--- config.mk ---
export PLATFORM = sky130hd
export DESIGN_NAME = vga_varredura
export DESIGN_NICKNAME = d
export VERILOG_FILES = /design/src/rtl/vga_varredura_pkg.sv /design/src/rtl/vga_varredura_atraso_linha.sv /design/src/rtl/vga_varredura.sv
export SDC_FILE = /design/constraint.sdc
export NUM_CORES = 1
export LEC_CHECK = 0
export ABC_AREA = 0
export BUFFER_PORTS_ARGS = -buffer_cell sky130_fd_sc_hd__buf_2
export CORE_MARGIN = 5
export CORE_UTILIZATION = 30
export DETAILED_ROUTE_END_ITERATION = 8
export SETUP_SLACK_MARGIN = 0.2
export SLEW_MARGIN = 10
export SYNTH_ARGS = -nofsm -noshare
export SYNTH_HDL_FRONTEND = slang
export SYNTH_HIERARCHICAL = 1
export SYNTH_SLANG_ARGS = --single-unit
--- constraint.sdc ---
create_clock -name clk -period 2 [get_ports clk]
set_clock_uncertainty 0.05 [all_clocks]
set_input_delay 0.3 -clock clk [delete_from_list [all_inputs] [get_ports clk]]
set_output_delay 0.3 -clock clk [all_outputs]
set_load 0.05 [all_outputs]
--- src/rtl/vga_varredura_pkg.sv ---
// Shared VGA 640x480@60Hz timing defaults and scan-stage types for the raster
// scanner, pixel source and game controllers.
package vga_varredura_pkg;

  localparam int unsigned H_VIS_DEF  = 640;
  localparam int unsigned H_FP_DEF   = 16;
  localparam int unsigned H_SYNC_DEF = 96;
  localparam int unsigned H_BP_DEF   = 48;
  localparam int unsigned V_VIS_DEF  = 480;
  localparam int unsigned V_FP_DEF   = 10;
  localparam int unsigned V_SYNC_DEF = 2;
  localparam int unsigned V_BP_DEF   = 33;

  localparam int unsigned H_TOTAL_DEF  = H_VIS_DEF + H_FP_DEF + H_SYNC_DEF + H_BP_DEF;
  localparam int unsigned V_TOTAL_DEF  = V_VIS_DEF + V_FP_DEF + V_SYNC_DEF + V_BP_DEF;
  localparam int unsigned N_PIXELS_DEF = H_VIS_DEF * V_VIS_DEF;

  // Fetch-stage flags; 1 = active, independent of the pin polarity.
  typedef struct packed {
    logic vis;
    logic hs;
    logic vs;
  } scan_flags_t;

  localparam int unsigned SCAN_FLAGS_W = $bits(scan_flags_t);

endpackage

--- src/rtl/vga_varredura_atraso_linha.sv ---
// Tick-enabled shift register with async clear; DEPTH=0 is a plain pass-through.
module atraso_linha
  import vga_varredura_pkg::*;
#(
  parameter int unsigned WIDTH = SCAN_FLAGS_W,
  parameter int unsigned DEPTH = 1
) (
  input  logic             clk,
  input  logic             reset,
  input  logic             en,
  input  logic [WIDTH-1:0] d,
  output logic [WIDTH-1:0] q
);

  if (DEPTH == 0) begin : g_pass
    assign q = d;
  end else begin : g_shift
    logic [WIDTH-1:0] sr [DEPTH];

    always_ff @(posedge clk or posedge reset) begin
      if (reset) begin
        sr <= '{default: '0};
      end else if (en) begin
        sr[0] <= d;
        for (int unsigned i = 1; i < DEPTH; i++) sr[i] <= sr[i-1];
      end
    end

    assign q = sr[DEPTH-1];
  end

endmodule

--- src/rtl/vga_varredura.sv ---
// Raster scanner and VGA output stage: counters, linear address, sync generation
// and a registered RGB output aligned to the pixel source's read latency.
module vga_varredura
  import vga_varredura_pkg::*;
#(
  parameter int unsigned H_VIS    = H_VIS_DEF,
  parameter int unsigned H_FP     = H_FP_DEF,
  parameter int unsigned H_SYNC   = H_SYNC_DEF,
  parameter int unsigned H_BP     = H_BP_DEF,
  parameter int unsigned V_VIS    = V_VIS_DEF,
  parameter int unsigned V_FP     = V_FP_DEF,
  parameter int unsigned V_SYNC   = V_SYNC_DEF,
  parameter int unsigned V_BP     = V_BP_DEF,
  parameter int unsigned CLK_DIV  = 2,
  parameter int unsigned READ_LAT = 1,
  parameter bit          SYNC_POL = 1'b0
) (
  input  logic        clk,
  input  logic        reset,
  input  logic [23:0] data_in,
  output logic [18:0] endereco,
  output logic        pixel_tick,
  output logic        hsync,
  output logic        vsync,
  output logic        video_on,
  output logic [23:0] rgb,
  output logic        frame_start
);

  localparam int unsigned H_TOTAL = H_VIS + H_FP + H_SYNC + H_BP;
  localparam int unsigned V_TOTAL = V_VIS + V_FP + V_SYNC + V_BP;
  localparam int unsigned DIV_W   = (CLK_DIV > 1) ? $clog2(CLK_DIV) : 1;

  localparam logic [DIV_W-1:0] DIV_LAST = DIV_W'(CLK_DIV - 1);
  localparam logic [9:0]  H_LAST    = 10'(H_TOTAL - 1);
  localparam logic [9:0]  V_LAST    = 10'(V_TOTAL - 1);
  localparam logic [9:0]  H_VIS_C   = 10'(H_VIS);
  localparam logic [9:0]  V_VIS_C   = 10'(V_VIS);
  localparam logic [9:0]  HS_START  = 10'(H_VIS + H_FP);
  localparam logic [9:0]  HS_END    = 10'(H_VIS + H_FP + H_SYNC);
  localparam logic [9:0]  VS_START  = 10'(V_VIS + V_FP);
  localparam logic [9:0]  VS_END    = 10'(V_VIS + V_FP + V_SYNC);
  localparam logic [18:0] ADDR_LAST = 19'(H_VIS * V_VIS - 1);

  logic [DIV_W-1:0] div;
  logic [9:0]       h_cnt;
  logic [9:0]       v_cnt;
  scan_flags_t      flags_f;
  scan_flags_t      flags_d;

  always_ff @(posedge clk or posedge reset) begin
    if (reset)                div <= '0;
    else if (div == DIV_LAST) div <= '0;
    else                      div <= div + 1'b1;
  end

  assign pixel_tick = !reset && (div == DIV_LAST);

  always_comb begin
    flags_f     = '0;
    flags_f.vis = (h_cnt < H_VIS_C) && (v_cnt < V_VIS_C);
    flags_f.hs  = (h_cnt >= HS_START) && (h_cnt < HS_END);
    flags_f.vs  = (v_cnt >= VS_START) && (v_cnt < VS_END);
  end

  assign frame_start = pixel_tick && (h_cnt == H_LAST) && (v_cnt == V_LAST);

  // Address advances only on visible fetches, so it always names the next
  // visible pixel without needing y*H_VIS+x.
  always_ff @(posedge clk or posedge reset) begin
    if (reset) begin
      h_cnt    <= '0;
      v_cnt    <= '0;
      endereco <= '0;
    end else if (pixel_tick) begin
      if (flags_f.vis) endereco <= (endereco == ADDR_LAST) ? '0 : endereco + 1'b1;
      if (h_cnt == H_LAST) begin
        h_cnt <= '0;
        v_cnt <= (v_cnt == V_LAST) ? '0 : v_cnt + 1'b1;
      end else begin
        h_cnt <= h_cnt + 1'b1;
      end
    end
  end

  atraso_linha #(
    .WIDTH (SCAN_FLAGS_W),
    .DEPTH (READ_LAT)
  ) u_atraso (
    .clk   (clk),
    .reset (reset),
    .en    (pixel_tick),
    .d     (flags_f),
    .q     (flags_d)
  );

  always_ff @(posedge clk or posedge reset) begin
    if (reset) begin
      video_on <= 1'b0;
      hsync    <= ~SYNC_POL;
      vsync    <= ~SYNC_POL;
      rgb      <= '0;
    end else if (pixel_tick) begin
      video_on <= flags_d.vis;
      hsync    <= flags_d.hs ? SYNC_POL : ~SYNC_POL;
      vsync    <= flags_d.vs ? SYNC_POL : ~SYNC_POL;
      rgb      <= flags_d.vis ? data_in : '0;
    end
  end

endmodule
### Word level (Yosys, flattened, before mapping)

Index checks and enable logic that the tools add are counted.

| storage, ports and cells | value |
|---|---|
| bits in registers | 70 |
| latch bits | 0 |
| memory bits (writable) | 0 |
| bits in read-only memories | 0 |
| input port bits | 26 |
| logic and storage cells | 38 |
| memories | 0 |

| operators by class | value |
|---|---|
| add/sub/neg operators | 4 |
| multiply operators | 0 |
| div/mod/pow operators | 0 |
| magnitude comparators | 6 |
| eq/ne operators | 3 |
| shift-type cells | 0 |
| muxes and demuxes | 7 |
| bitwise operators | 0 |
| reductions and logical operators | 9 |

Operators with widths:

| operator | number |
|---|---|
| $mux W24 | 1 |
| $add A10 B1 Y10 const B | 2 |
| $eq A10 B10 Y1 const B | 2 |
| $lt A10 B10 Y1 const B | 2 |
| $lt A10 B9 Y1 const B | 2 |
| $mux W10 | 2 |
| $add A19 B1 Y19 const B | 1 |
| $eq A19 B19 Y1 const B | 1 |
| $mux W19 | 1 |
| $ge A10 B10 Y1 const B | 1 |
| $ge A10 B9 Y1 const B | 1 |
| $logic_and A1 B1 Y1 | 6 |
| $reduce_and A2 Y1 | 2 |
| $mux W1 | 3 |
| $add A1 B1 Y1 const B | 1 |
| $logic_not A1 Y1 | 1 |

### Longest topological paths before layout

Gate-level depths: netlist of the first run.

| depth | value |
|---|---|
| depth after elaboration | 4 |
| depth in mapped cells | 7 |

### Modules after synthesis

The synthesis of the first run kept the hierarchy.

By module, submodules not included:

| module | times used | cells each | area an instance (um^2) | sequential area each (um^2) |
|---|---|---|---|---|
| vga_varredura | 1 | 341 | 3198.1 | 1679.1 |
| atraso_linha | 1 | 7 | 112.6 | 75.1 |

### Least setup slack after synthesis of the first run

No wires, ideal clock.

| path | value |
|---|---|
| path type | reg2out |
| from | register h_cnt[5] |
| to | output port frame_start |
| data arrival time | 1915 ps |
| data required time | 1650 ps |
| path slack | -265 ps |
| cell stages (with the launch flop) | 4 |
| path buffers | 0 |
| path through | dfrtp_1 nor4b_1 nand4_1 nor2_1 |

| between the ends | value |
|---|---|
| cells in the longest elaborated chain, start to end | 3 |

Ends and longest elaborated chain:

| element | line | text |
|---|---|---|
| from (decl) | vga_varredura.sv:46 | `logic [9:0] h_cnt;` |
| from (signal assigned) | vga_varredura.sv:81 | `h_cnt <= h_cnt + 1'b1;` |
| $eq A10 B10 Y1 | vga_varredura.sv:66 | `assign frame_start = pixel_tick && (h_cnt == H_LAST) && (v_cnt == V_LAST);` |
| $logic_and A1 B1 Y1 (2 in series) | vga_varredura.sv:66 |  |
| to (decl) | vga_varredura.sv:27 | `output logic frame_start` |

No other way between the ends.

### Worst setup path after layout of the first run

| path | value |
|---|---|
| from | register h_cnt[7] |
| to | output port frame_start |

Same word-level chain as after synthesis.

==> results of run 1 <==
cell families after synthesis:
group,Yosys count,share of synthesized area (%)
AO/OA/AOI/OAI,38,6.88
XOR/XNOR,17,4.50
adder cells (fa/ha/maj),5,1.89
buffers and inverters,32,4.23
flip-flops,70,53.0
multiplexers,5,1.66
AND/OR/NAND/NOR,181,27.9
worst max-delay path by stage:
stage	startpoint	endpoint	slack (ns)	cells past startpoint
detailed placement	h_cnt[7]	endereco[11]	0.07	4
global route	h_cnt[7]	frame_start	-0.08	4
floorplan	h_cnt[5]	frame_start	-0.07	3
finish	h_cnt[7]	frame_start	-0.003	4
global placement	h_cnt[7]	endereco[12]	0.13	4
CTS	h_cnt[6]	frame_start	0.03	4
timing repair:
action	in CTS	in global routing
setup buffers	9	12
gates cloned	2	1
endpoints found under the setup margin	14	22
resized for setup	18	41
hold buffers	1	0
endpoints found under the hold margin	11	0
pin swaps	4	23
metrics by stage:
stage | cell area (µm²) | setup TNS, ns | hold WS [ns] | utilization (%)
global route | 4660 | -0.0770 | 0.116 | 43.0
global placement | 4020 | 0 | 0.181 | 37.0
floorplan | 3420 | -0.0660 | 0.00364 | -
CTS | 4410 | 0 | 0.102 | 40.6
finish | 4660 | -0.00254 | 0.109 | 43.0
detailed placement | 4020 | 0 | 0.196 | 37.0
registers in the layout (all words and copies together) (netlist names):
name	flops
div	1
endereco	19
h_cnt	10
hsync	1
rgb	24
u_atraso/q	3
v_cnt	10
video_on	1
vsync	1
placed cells by master (no fill, tap or decap), types with 2 or more instances in the layout:
| cell | n |
|---|---|
| a21oi_1 | 7 |
| buf_2 | 71 |
| nor2_1 | 5 |
| clkbuf_8 | 10 |
| and2_1 | 2 |
| buf_6 | 9 |
| mux2_2 | 3 |
| nor4b_1 | 2 |
| nor3_1 | 4 |
| ha_1 | 3 |
| buf_8 | 2 |
| xor2_1 | 9 |
| and3_1 | 5 |
| nor3_4 | 6 |
| o21ai_0 | 12 |
| nand3_1 | 38 |
| and4_1 | 3 |
| inv_6 | 2 |
| xnor2_1 | 8 |
| inv_1 | 12 |
| and3_2 | 3 |
| nand2_1 | 73 |
| dfrtp_1 | 53 |
| nand4_1 | 12 |
| dfrtp_2 | 15 |
| buf_4 | 32 |
| a21o_1 | 2 |
| or4_4 | 6 |
| or3_1 | 3 |
| o21ai_1 | 2 |
| nor4_1 | 4 |
| o31ai_1 | 3 |
| dfstp_2 | 2 |
| a21oi_2 | 3 |
| buf_12 | 2 |
| clkinvlp_4 | 2 |
cell type report:
class	count	area, µm²	share of cell area, %
repair buffers	118	810	17.4
flip-flops and latches	70	1770	38.0
clock inverters	6	68.8	1.48
multi-input cells	248	1640	35.2
clock buffers	10	138	2.95
well taps	140	175	3.76
inverters	14	58.8	1.26
routing by layer:
metal  share of wire (%)  vias up  GRT usage, %
met3                 5.9       20          3.26
met1                  45     1417          16.9
li1                    -     1459             -
met5                0.15        -             0
met4                 1.9        2          6.81
met2                  47       57          19.8
Yosys cell counts, types with 2 or more instances:
cell,instances
nand2_1,73
dfrtp_1,68
nand3_1,39
o21ai_0,15
inv_1,13
nand4_1,12
a21oi_1,10
nor3_1,10
xor2_1,9
xnor2_1,8
and3_1,7
buf_1,6
clkbuf_1,6
nor2_1,6
and4_1,5
ha_1,5
nor4_1,5
buf_2,4
mux2_2,4
or3_1,4
or4_1,4
nor4b_1,3
o31ai_1,3
a21o_1,2
and2_1,2
and3_2,2
and3b_1,2
buf_6,2
dfstp_2,2
nand2b_1,2
worst register-to-register path: cells and delay by family (launching register included):
family             cells  cell delay (ns)
AOI/OAI and AO/OA      2             0.39
DFF                    1             0.45
and+or+nand+nor        2             0.97
report_power, final:
part           total, mW  switching [mW]  internal (mW)
clock               1.20           0.586          0.618
sequential          1.50          0.0415           1.46
combinational      0.312           0.173          0.139
==> results.md, run 1 <==
* CP max stage delay at about 0.45 ns
* Die H at 115 µm
* Global route overflow at 0
* Seq/Total Area, Yosys at a little over half
* Num ports at 74
* Detailed Routing Iterations Pass 1 at 4
* Synth top area cells: dfrtp_1 51%, nand2_1 8.3%, nand3_1 5.9%
* Tightest Pin Transition at between 0.8 and 0.9 ns
* WP buf/inv at 1
* Req. time, crit path at 1.65 ns
* Max Freq at 499 MHz
* Port Buffers at between 70 and 80
* Flops & latches, synth at 70
* Critical path's slowest cell: dfrtp_2
* Post-route insts no fill at ~610
* Global-route usage over all layers at about an eighth
* Die ar. at around 13,000 µm²
* Critical path arrival at around 1.7 ns
* CP Launch Type: register
* Worst hold path type: in2reg
* Kind of cell adding the most delay to the critical path: simple AND/OR/NAND/NOR gates
* Max FO, Critical Path at 4
* Fillers at approximately 1,000
* Largest net degree at the start of global routing at between 40 and 50
* Synthesized Nets at 379
* Initial Util at 30.5%
* H-tree Lvls at 3
* Final-stage net count at 492
* DP HPWL at between 5 and 6 mm
* R2R Setup Slk at about 0.070 ns
* First-pass GRT wire length at 13.6 mm
* Synthesis-to-layout area growth at 40.8%
* Routed wire length at slightly below 9 mm
* Cell Rows at 38
* Async SR Flop Fraction at 100%
* Number of global-route vias before repair at between 2,000 and 3,000
* Mapped Cells at approximately 350
* Post-DR wirelength/cell at around 14 µm
* Initial antenna violation count at 1
* Top-area cell type share of the netlist area at around 51%
* Worst setup slack after layout at -0.00254 ns
* Hold Crit Start: data_in[16]
* Buffer type at the clock tree root: clkbuf_8
* Static Leak at 2.45 nW
* Top FF cell, synth: dfrtp_1
* Outcome: finished, violations left
* Worst hold path endpoint: rgb[16]
* Final Hold Viols at 0
* Clock sinks at 70
* Tcrit/Tclk final at 100%
* Ant. Diodes at 0
* CTS buffer count at 9
* RSZ-0062 raised after global routing: yes
* Drt drc at 0
* Dpl cells at 565
* Drt initial violations at ~150
* Failing checks: negative setup slack
* Yosys warns at 6
* CORE AREA at roughly 11,000 µm²
* # setup viols final at 1
* Cell accounting for the most synthesized area: dfrtp_1
* Kind of critical path: reg2out
* CTS tree: done
* Reg clk slew, reported paths at roughly 0.090 ns
* Total number of vias at 2,955
* Worst Hold Depth at 3
* Clk buf depth at 2
* Peak supply drop at 0.350 mV
* Number of enable flip-flop cells after synthesis at 0
* FF-to-FF Start: h_cnt[7]
* Max-Cap Viols at 0
* Mapped cell area at about 3300 µm²
* Final Power at ~3.0 mW
* Clk_lat worst skew at 0.36 ns
* Die outline width at about 120 µm
* Pwr/cell area at between 600 and 700 nW/µm²
* Reg-to-Reg End: endereco[9]
* Worst r2r path cells at 4
* Avg Synthesized Cell Area at approximately 9.5 µm²
* CP cell instances: nor4b_4 -> nand4_1 -> nor2_2 -> buf_6
* Shortest period the worst path allows at ~2.0 ns
* Slew Limit Headroom at a little under half
* Ratio of cells with drive above 1 in the final layout at roughly two fifths
* DP Worst Slack at 0.0719 ns
* Critical path capture point type: output pin
* Max-slew violations at 0
* Yosys cell types at between 40 and 50
* Avg Vias per Cell at about 5
* RePlAce Congestion at 0.839
* Routed Antenna Nets at 0
Power figures use the tool's default switching activity.
==> run 2: changes to the inputs <==
Settings changed: RECOVER_POWER set to 50, SLEW_MARGIN 10 to 0.
==> run 2 against run 1 <==
The flow still finishes with violations (negative setup slack); critical path depth stayed put; via count down 0.61%; register-to-register slack hardly changed; critical endpoint unchanged; largest power group unchanged.
==> results.md, run 2 (synthesis gave the netlist of run 1 again) <==
* Outcome: finished, violations left (unchanged)
* Failing checks: negative setup slack (unchanged)
* Pwr/cell area at 649 nW/µm² (was 647 nW/µm²)
* Die ar. at 13,200 µm² (unchanged)
* Most common cell after layout, fill and taps aside: nand2_1 (unchanged)
* CP cell instances: nor4b_4 -> nand4_1 -> nor2_2 -> buf_6 (unchanged)
* Max-Cap Viols at 0 (unchanged)
* Final Hold Viols at 0 (unchanged)
* Reg clk slew, reported paths at 0.09 ns (about the same)
* Critical path arrival at 1.65 ns (about the same)
* Final setup TNS at -0.00172 ns (was -0.00254 ns)
* Final-stage net count at 492 (unchanged)
* Static Leak at 2.43 nW (was 2.45 nW)
* Clk_lat worst skew at 0.36 ns (about the same)
* Internal power at 2.21 mW (was 2.22 mW)
* Post-DP Area at 4020 µm² (unchanged)
* Post-route insts no fill at 606 (unchanged)
* Synthesis-to-layout area growth at 40.1% (was 40.8%)
* CP max stage delay at 0.45 ns (about the same)
* Clk buf depth at 2 (unchanged)
* Total number of vias at 2,937 (was 2,955)
* Post-route cell area at 4640 µm² (was 4660 µm²)
* Sw Share at 26.4% (was 26.5%)
* Hold_ws at 0.113 ns (was 0.109 ns)
* CP Launch Type: register (unchanged)
* Routed wire length at 8.75 mm (unchanged)
* # setup viols final at 1 (unchanged)
* Drt initial violations at 135 (was 147)
* Kind of critical path: reg2out (unchanged)
* Max Freq at 500 MHz (was 499 MHz)
* Die H at 115 µm (unchanged)
* Initial antenna violation count at 0 (was 1)
* Worst setup slack after layout at -0.00172 ns (was -0.00254 ns)
* CTS tree: done (unchanged)
* Largest regs: rgb (24), endereco (19) (unchanged)
* Shortest period the worst path allows at 2.00 ns (about the same)
* Slew Limit Headroom at 45.0% (was 45.1%)
* Max FO, Critical Path at 4 (unchanged)
* Initial Util at 30.5% (unchanged)
* Die outline width at 115 µm (unchanged)
* Drt drc at 0 (unchanged)
* Most frequent cells in the layout: 73 x nand2_1, 70 x buf_2, 53 x dfrtp_1, 38 x nand3_1, 30 x buf_4 (was 73 x nand2_1, 71 x buf_2, 53 x dfrtp_1, 38 x nand3_1, 32 x buf_4)
* Dpl cells at 565 (unchanged)
* Peak supply drop at 0.350 mV (about the same)
* Final Power at 3.01 mW (was 3.02 mW)
* DP HPWL at 5.79 mm (unchanged)
* Req. time, crit path at 1.65 ns (about the same)
* Num ports at 74 (unchanged)
* Buffer type at the clock tree root: clkbuf_8 (unchanged)
* Top reg by flops: rgb (unchanged)
* Sw power at 796 µW (was 800 µW)
* Global-route usage over all layers at 13.0% (unchanged)
* Port Buffers at 73 (unchanged)
* H-tree Lvls at 3 (unchanged)
* Cell Rows at 38 (unchanged)
* Ratio of cells with drive above 1 in the final layout at 40.8% (was 41.2%)
* RSZ-0062 raised after global routing: yes (unchanged)
* Tcrit/Tclk final at 100% (about the same)
* Worst hold path type: in2reg (unchanged)
* Clock sinks at 70 (unchanged)
* Ant. Diodes at 0 (unchanged)
* Detailed Routing Iterations Pass 1 at 4 (unchanged)
* Tightest Pin Transition at 0.824 ns (was 0.823 ns)
* Largest net degree at the start of global routing at 41 (unchanged)
* Post-DR wirelength/cell at 14.4 µm (unchanged)
* Avg Vias per Cell at 4.85 (was 4.88)
* Max FFs per register at 24 (unchanged)
* Clk pwr share at 39.9% (about the same)
* CORE AREA at 10,800 µm² (unchanged)
* Number of global-route vias before repair at 2,735 (unchanged)
* Routed Antenna Nets at 0 (unchanged)
* Critical path capture point type: output pin (unchanged)
* Critical path's slowest cell: dfrtp_2 (unchanged)
* CTS buffer count at 9 (unchanged)
* Global route overflow at 0 (unchanged)
* RePlAce Congestion at 0.839 (unchanged)
* Reg power frac at 49.9% (was 49.8%)
* Combinational Power Share at 10.2% (was 10.3%)
* First-pass GRT wire length at 13.6 mm (unchanged)
* Max-slew violations at 0 (unchanged)
==> run 2: cell types whose count changed in the layout (fill, tap and decap cells not counted), sizes merged <==
cell | previous run | this run
buf | 116 | 112
clkbuf | 10 | 14
==> run 2: area by class of cell <==
cell class,count,area (µm²)
multi-input cells,248,1640
flip-flops and latches,70,1770
well taps,140,175
clock inverters,6,68.8
inverters,14,56.3
repair buffers,118,790
fillers,1051,6200
clock buffers,10,138
==> run 2: what timing repair did <==
action / CTS / global route
cloned: 2 / 1
gates resized for setup: 18 / 41
pin swaps: 4 / 23
setup buffers: 9 / 12
endpoints found under the setup margin: 14 / 22
endpoints found under the hold margin: 11 / 0
hold buffers: 1 / 0
==> run 2: per-layer routing <==
layer	track usage [%]	vias to the layer above	share of wire, %
met5	0	-	0
met2	19.8	49	48
li1	-	1460	-
met4	6.81	0	1.5
met1	16.9	1416	45
met3	3.26	12	5.7
==> run 2: path summary, 6_finish.rpt <==
kind / start / endpoint / slack [ns] / depth (start not counted)
min reg2reg: u_atraso/q[0] / vsync / 0.39 / 1
max: h_cnt[7] / frame_start / -0.002 / 4
max reg2reg: h_cnt[7] / endereco[9] / 0.07 / 4
min: data_in[16] / rgb[16] / 0.11 / 3
max in group asynchronous: reset / endereco[7] / 0.41 / 4
min in group asynchronous: reset / u_atraso/q[2] / 0.41 / 3
==> run 2: power by group through the flow <==
stage	clock network (mW)	logic [mW]	registers, mW
3_5_place_dp	0	0.255	1.53
3_3_place_gp	0	0.252	1.53
5_1_grt	1.31	0.341	1.51
2_1_floorplan	0	0.150	1.54
4_1_cts	1.24	0.297	1.50
6_report	1.20	0.307	1.50
==> run 2: worst max-delay path: cells and delay by family, from the launching register on <==
| family | cells | cell delay (ns) |
|---|---|---|
| DFF | 1 | 0.45 |
| and+or+nand+nor | 3 | 0.69 |
| buffers and inverters | 1 | 0.17 |
==> run 2: metrics by stage <==
step,setup slack (ns),util [%]
2_1_floorplan,-0.0660,-
3_3_place_gp,0.132,37.0
3_5_place_dp,0.0719,37.0
4_1_cts,0.0259,40.6
5_1_grt,-0.0770,42.8
6_report,-0.00172,42.8
